===== config.mk =====
export PLATFORM = sky130hd
export DESIGN_NAME = spi_req_arbiter
export DESIGN_NICKNAME = d
export VERILOG_FILES = /design/src/rtl/spi_req_arbiter.sv
export SDC_FILE = /design/constraint.sdc
export NUM_CORES = 1
export LEC_CHECK = 0
export ABC_AREA = 0
export BUFFER_PORTS_ARGS = -buffer_cell sky130_fd_sc_hd__buf_2
export CELL_PAD_IN_SITES_DETAIL_PLACEMENT = 0
export CELL_PAD_IN_SITES_GLOBAL_PLACEMENT = 2
export CORE_ASPECT_RATIO = 0.7
export CORE_UTILIZATION = 26
export CTS_CLUSTER_DIAMETER = 60
export CTS_CLUSTER_SIZE = 16
export DETAILED_ROUTE_END_ITERATION = 10
export GPL_ROUTABILITY_DRIVEN = 1
export GPL_TIMING_DRIVEN = 0
export PLACE_DENSITY_LB_ADDON = 0.1
export SYNTH_ARGS = -nofsm -noshare
export SYNTH_HDL_FRONTEND = slang
export SYNTH_SLANG_ARGS = --single-unit
export TNS_END_PERCENT = 5

===== constraint.sdc =====
create_clock -name clk -period 1.6 [get_ports clk]
set_input_delay 0.08 -clock clk [delete_from_list [all_inputs] [get_ports clk]]
set_output_delay 0.08 -clock clk [all_outputs]
set_load 0.005 [all_outputs]

===== src/rtl/spi_req_arbiter.sv =====
// spi_req_arbiter: two-requester arbiter in front of a single SPI transmit
// engine. A four-state FSM (IDLE -> LAUNCH -> WAIT -> RELEASE) grants one
// requester, launches its byte, waits for spi_done or a timeout, then pulses
// ack for that requester.
// Configuration macro SPI_ARB_FIXED_PRIO_EN: when defined, requester 0 always
// wins ties. When undefined (the default), ties are decided round-robin
// against a last-served pointer.
//
// Handshake: req0/req1 are level requests held until the matching ack pulse.
// The engine sees a one-cycle spi_start and answers with a one-cycle
// spi_done. spi_done only counts while the FSM is in WAIT.
module spi_req_arbiter #(
    parameter int TIMEOUT = 64
) (
    input  logic       clk,
    input  logic       rst,
    input  logic       req0,
    input  logic       req1,
    input  logic [7:0] data0,
    input  logic [7:0] data1,
    input  logic       spi_done,
    output logic       spi_start,
    output logic [7:0] spi_data,
    output logic [1:0] cs_n,
    output logic [1:0] gnt,
    output logic [1:0] ack,
    output logic       err,
    output logic [1:0] dbg_state
);

    typedef enum logic [1:0] {
        IDLE    = 2'd0,
        LAUNCH  = 2'd1,
        WAIT    = 2'd2,
        RELEASE = 2'd3
    } state_t;

    // Timer value in the last WAIT cycle before giving up.
    localparam logic [7:0] TMO_LAST = 8'(TIMEOUT - 1);

    state_t     state;
    logic [7:0] timer;
    logic       win;   // 0: requester 0 wins, 1: requester 1 wins

`ifndef SPI_ARB_FIXED_PRIO_EN
    logic       last_srv;  // index of the most recently served requester
`endif

    assign dbg_state = state;

    // Pick the winner among the requesters active this cycle.
    always_comb begin
        win = 1'b0;
`ifdef SPI_ARB_FIXED_PRIO_EN
        win = req0 ? 1'b0 : 1'b1;
`else
        if (req0 && req1) begin
            win = ~last_srv;
        end else begin
            win = req0 ? 1'b0 : 1'b1;
        end
`endif
    end

    // Arbiter FSM with all outputs registered alongside the state.
    always_ff @(posedge clk) begin
        if (rst) begin
            state     <= IDLE;
            gnt       <= 2'b00;
            cs_n      <= 2'b11;
            ack       <= 2'b00;
            err       <= 1'b0;
            spi_start <= 1'b0;
            spi_data  <= 8'h00;
            timer     <= 8'd0;
`ifndef SPI_ARB_FIXED_PRIO_EN
            last_srv  <= 1'b1;
`endif
        end else begin
            ack       <= 2'b00;
            err       <= 1'b0;
            spi_start <= 1'b0;
            case (state)
                IDLE: begin
                    if (req0 || req1) begin
                        state     <= LAUNCH;
                        gnt       <= win ? 2'b10 : 2'b01;
                        cs_n      <= win ? 2'b01 : 2'b10;
                        spi_data  <= win ? data1 : data0;
                        spi_start <= 1'b1;
                    end
                end
                LAUNCH: begin
                    state <= WAIT;
                    timer <= 8'd0;
                end
                WAIT: begin
                    // spi_done takes precedence over a coincident timeout.
                    if (spi_done || (timer == TMO_LAST)) begin
                        state <= RELEASE;
                        ack   <= gnt;
                        err   <= ~spi_done;
                        gnt   <= 2'b00;
                        cs_n  <= 2'b11;
`ifndef SPI_ARB_FIXED_PRIO_EN
                        last_srv <= gnt[1];
`endif
                    end else begin
                        timer <= timer + 8'd1;
                    end
                end
                RELEASE: begin
                    state <= IDLE;
                end
                default: begin
                    state <= IDLE;
                end
            endcase
        end
    end

endmodule

==> reports/qor.log <==
qor: sta.worst_slew_margin_rel 0.638
qor: sta.tightestPinTransition 0.543 ns
qor: sta.setup_viol 3
qor: floorplanning.chip_height 60.0 µm
qor: routing.detail_route.first_pass.iterations 9
qor: pwr.comb_power_share 0.450
qor: sta.finalMaxSlewViolations 0
qor: routing.routed-wl-met3 146 µm
qor: floorplanning.core_area 4480 µm²
qor: clock_network.clock_tree.root_cell clkbuf_8
qor: pwr.clkPwrFrac 0.165
qor: routing.route.antenna.remaining_nets 0
qor: worst_setup_path.end_kind register
qor: pwr.sequential_share_of_power 0.384
qor: global_routing.grt_overflow 0
qor: pwr.power-per-cell-area 1410 nW/µm²
qor: pwr.p_int 1530 µW
qor: floorplanning.core.rowCount 20
qor: placed_design.place_area 1520 µm²
qor: clock_network.cts-hold-fix-buffers 0
qor: yosys.mappedNetlistArea 1250 µm²
qor: routing.maxUsedRoutingLayer met4
qor: yosys.ys_ff_latch 27
qor: worst_setup_path.required 1.82 ns
qor: global_routing.grt.total_usage 0.143
qor: cells_and_area.finalNetCount 207
qor: floorplanning.die_area 5090 µm²
qor: global_routing.grt_first_pass_wirelength 5550 µm
qor: outcome.violated_checks design-rule violations, negative setup slack
qor: clock_network.path_clk_slew 0.10 ns
qor: pwr.power_leakage 0.000713 µW
qor: sta.max_freq 622 MHz
qor: clock_network.htreeDepth 1
qor: floorplanning.io-pin-count 39
qor: worst_setup_path.reg2reg_from dbg_state[1]$_SDFFE_PP0P_
qor: routing.detailroute.via_count 1188
qor: routing.route.detailed.drc 2
qor: job.drv_cap 0
qor: outcome.run_status finished, violations left
qor: cells_and_area.area.growth.synth_to_final 34.4%
qor: cells_and_area.fin_area 1680 µm²
qor: sta.min_period_over_period 1.01
qor: routing.drtIter0Drc 48
qor: worst_setup_path.crit_path_start dbg_state[1]$_SDFFE_PP0P_
qor: routing.wirelength 3340 µm
qor: placed_design.gp_routability_congestion 0.765
qor: routing.vias_per_std_cell 5.01
qor: worst_setup_path.timing.setup.critical_path_class register to register
qor: yosys.synth_sequential_area_ratio 0.432
qor: pwr.max-vdd-ir-drop 0.388 mV
qor: pwr.power.switching 840 µW
qor: worst_hold_path.holdCritStartpoint spi_done
qor: yosys.yosysWarningCount 0
qor: sta.fin_skew 0.00677 ns
qor: floorplanning.initial_core_util 0.279
qor: yosys.synth_nets 157
qor: worst_hold_path.min-delay-path-class primary input to register
qor: pwr.swShare 0.355
qor: yosys.synth_area_per_cell 9.40 µm²
qor: sta.layout_setup_ws -0.00830 ns
qor: placed_design.port_buffers 37
qor: worst_setup_path.worstSetupStartpointType register
qor: clock_network.cts_made_buffers 3
qor: clock_network.cts_tree built
qor: sta.timing.setup.tns -0.0221 ns
qor: cells_and_area.drive_above_1_share 0.374
qor: sta.grt_setup_unrepaired yes
qor: routing.wl_met2 1520 µm
qor: worst_setup_path.crit_arrival 1.83 ns
qor: placed_design.dp.final_hpwl 2380 µm
qor: global_routing.maximum_number_of_pins_on_one_net_before_global_route_repair 15
qor: routing.detail_route.wirelength.met1 1650 µm
qor: routing.post_drt_wl_per_cell 14.1 µm
qor: cells_and_area.num_antenna_cells 0
qor: floorplanning.dieWidth 84.9 µm
qor: sta.finalHoldViolations 0
qor: global_routing.antenna_found_initial 0
qor: sta.timing.final.crit_period 1.61 ns
qor: clock_network.clock_latency 0.27 ns
qor: sta.hold_slack 0.0950 ns
qor: clock_network.cts-root-to-sink-buffers 2
qor: yosys.synth.lib_cells_used.distinct 38
qor: global_routing.grt_pass1_vias 1167
qor: yosys.post_synth_inst_count 133
qor: clock_network.cts.sinks 27
qor: worst_setup_path.critical_path.max_fanout 6
==> registers in the layout, summed over array words and instances (netlist names) <==
signal / flops
err: 1
last_srv: 1
cs_n: 2
gnt: 2
spi_data: 8
spi_start: 1
timer: 8
dbg_state: 2
ack: 2
==> synth_stat cells <==
library cell	number	area share
a211oi_1	8	0.048
a21boi_2	1	0.0090
a21o_1	4	0.024
a21oi_1	9	0.036
a311oi_1	1	0.0070
a311oi_4	1	0.021
a32oi_1	1	0.0070
and2_1	1	0.0050
and3_1	1	0.0050
and4_4	1	0.0090
buf_2	2	0.0080
buf_6	1	0.0090
clkbuf_1	3	0.0090
dfxtp_1	27	0.43
ha_1	3	0.030
inv_1	3	0.0090
inv_2	1	0.0030
mux2i_1	10	0.080
nand2_1	4	0.012
nand2b_1	1	0.0050
nand3_1	1	0.0040
nand4_1	4	0.020
nand4bb_1	1	0.0090
nor2_1	17	0.051
nor2b_1	1	0.0050
nor3_1	1	0.0040
nor3b_1	2	0.012
o211ai_1	2	0.012
o21a_1	1	0.0060
o21ai_0	5	0.020
o21ai_1	3	0.012
o21ai_2	1	0.0070
o21ai_4	1	0.013
o21bai_1	2	0.012
or2b_1	1	0.0060
or3_1	5	0.025
or4_1	1	0.0060
xor2_1	1	0.0070
==> what timing repair did <==
action | 4_1_cts | 5_1_grt
gates resized for setup | 7 | 7
endpoints found under the hold margin | 0 | 0
pin swaps | 8 | 2
setup endpoints to repair | 12 | 10
cloned | 1 | 0
setup buffers | 7 | 0
==> cell type report <==
cell class	instances	area, µm²
flip-flops and latches	27	546
multi-input cells	96	728
fillers	465	2800
well taps	55	68.8
plain buffers	6	32.5
repair buffers	45	243
inverters	4	17.5
clock buffers	4	45.0
==> layout by cell type (no fill, tap or decap), types with 3 or more instances in the layout <==
cell type,synthesis,layout
nand4_1,4,4
buf_4,0,7
mux2i_1,10,10
clkbuf_1,3,4
or3_1,5,4
dfxtp_1,27,25
clkbuf_8,0,3
nand2_1,4,4
buf_2,2,40
ha_4,0,3
a21oi_1,9,7
o21ai_1,3,3
o21ai_0,5,5
nor2_1,17,17
a211oi_1,8,8
a21o_1,4,3
==> per-layer routing <==
metal | global-route usage | vias up
met5 | 0 | -
met4 | 0.0315 | 0
met3 | 0.0442 | 2
met2 | 0.228 | 24
met1 | 0.194 | 577
li1 | - | 585
==> power groups by stage <==
| stage | clock [µW] | sequential (µW) | combinational (µW) |
|---|---|---|---|
| 3_3_place_gp | 0 | 910 | 880 |
| 3_5_place_dp | 0 | 919 | 891 |
| 2_1_floorplan | 0 | 929 | 562 |
| 6_report | 392 | 909 | 1070 |
| 5_1_grt | 446 | 932 | 1170 |
| 4_1_cts | 411 | 907 | 1040 |
==> critical path: stages (launching register included) <==
cell and delay, ns:
dfxtp_4 0.37, buf_4 0.11, ha_4 0.17, inv_2 0.07, a21o_2 0.28, or4_1 0.48, nand2_1 0.07
==> cell families after synthesis <==
group,after synthesis,synth area share
DFF,27,0.432
and+or+nand+nor,42,0.178
buffers and inverters,10,0.0380
xor gates and xnor gates,1,0.00701
AOI/OAI and AO/OA,40,0.234
adders and majority gates,3,0.0300
muxes,10,0.0801
==> metrics by stage <==
stage / setup WS, ns / utilization / std cells / power, µW
after floorplan: 0.00980 / - / 133 / 1490
after global placement: -0.0782 / 0.339 / 225 / 1790
after detailed placement: -0.121 / 0.339 / 225 / 1810
after CTS: 0.000706 / 0.368 / 237 / 2360
after global routing: -0.0929 / 0.375 / 237 / 2550
final: -0.00830 / 0.375 / 237 / 2370
==> path summary, 6_finish.rpt <==
kind | cells after the start | slack [ns] | end
max | 6 | -0.008 | timer[5]$_SDFFE_PP0P_
min | 2 | 0.1 | err$_SDFF_PP0_
max reg2reg | 6 | -0.008 | timer[5]$_SDFFE_PP0P_
min reg2reg | 1 | 0.50 | ack[0]$_SDFF_PP0_
No activity file was read; power rests on OpenSTA's default activity.
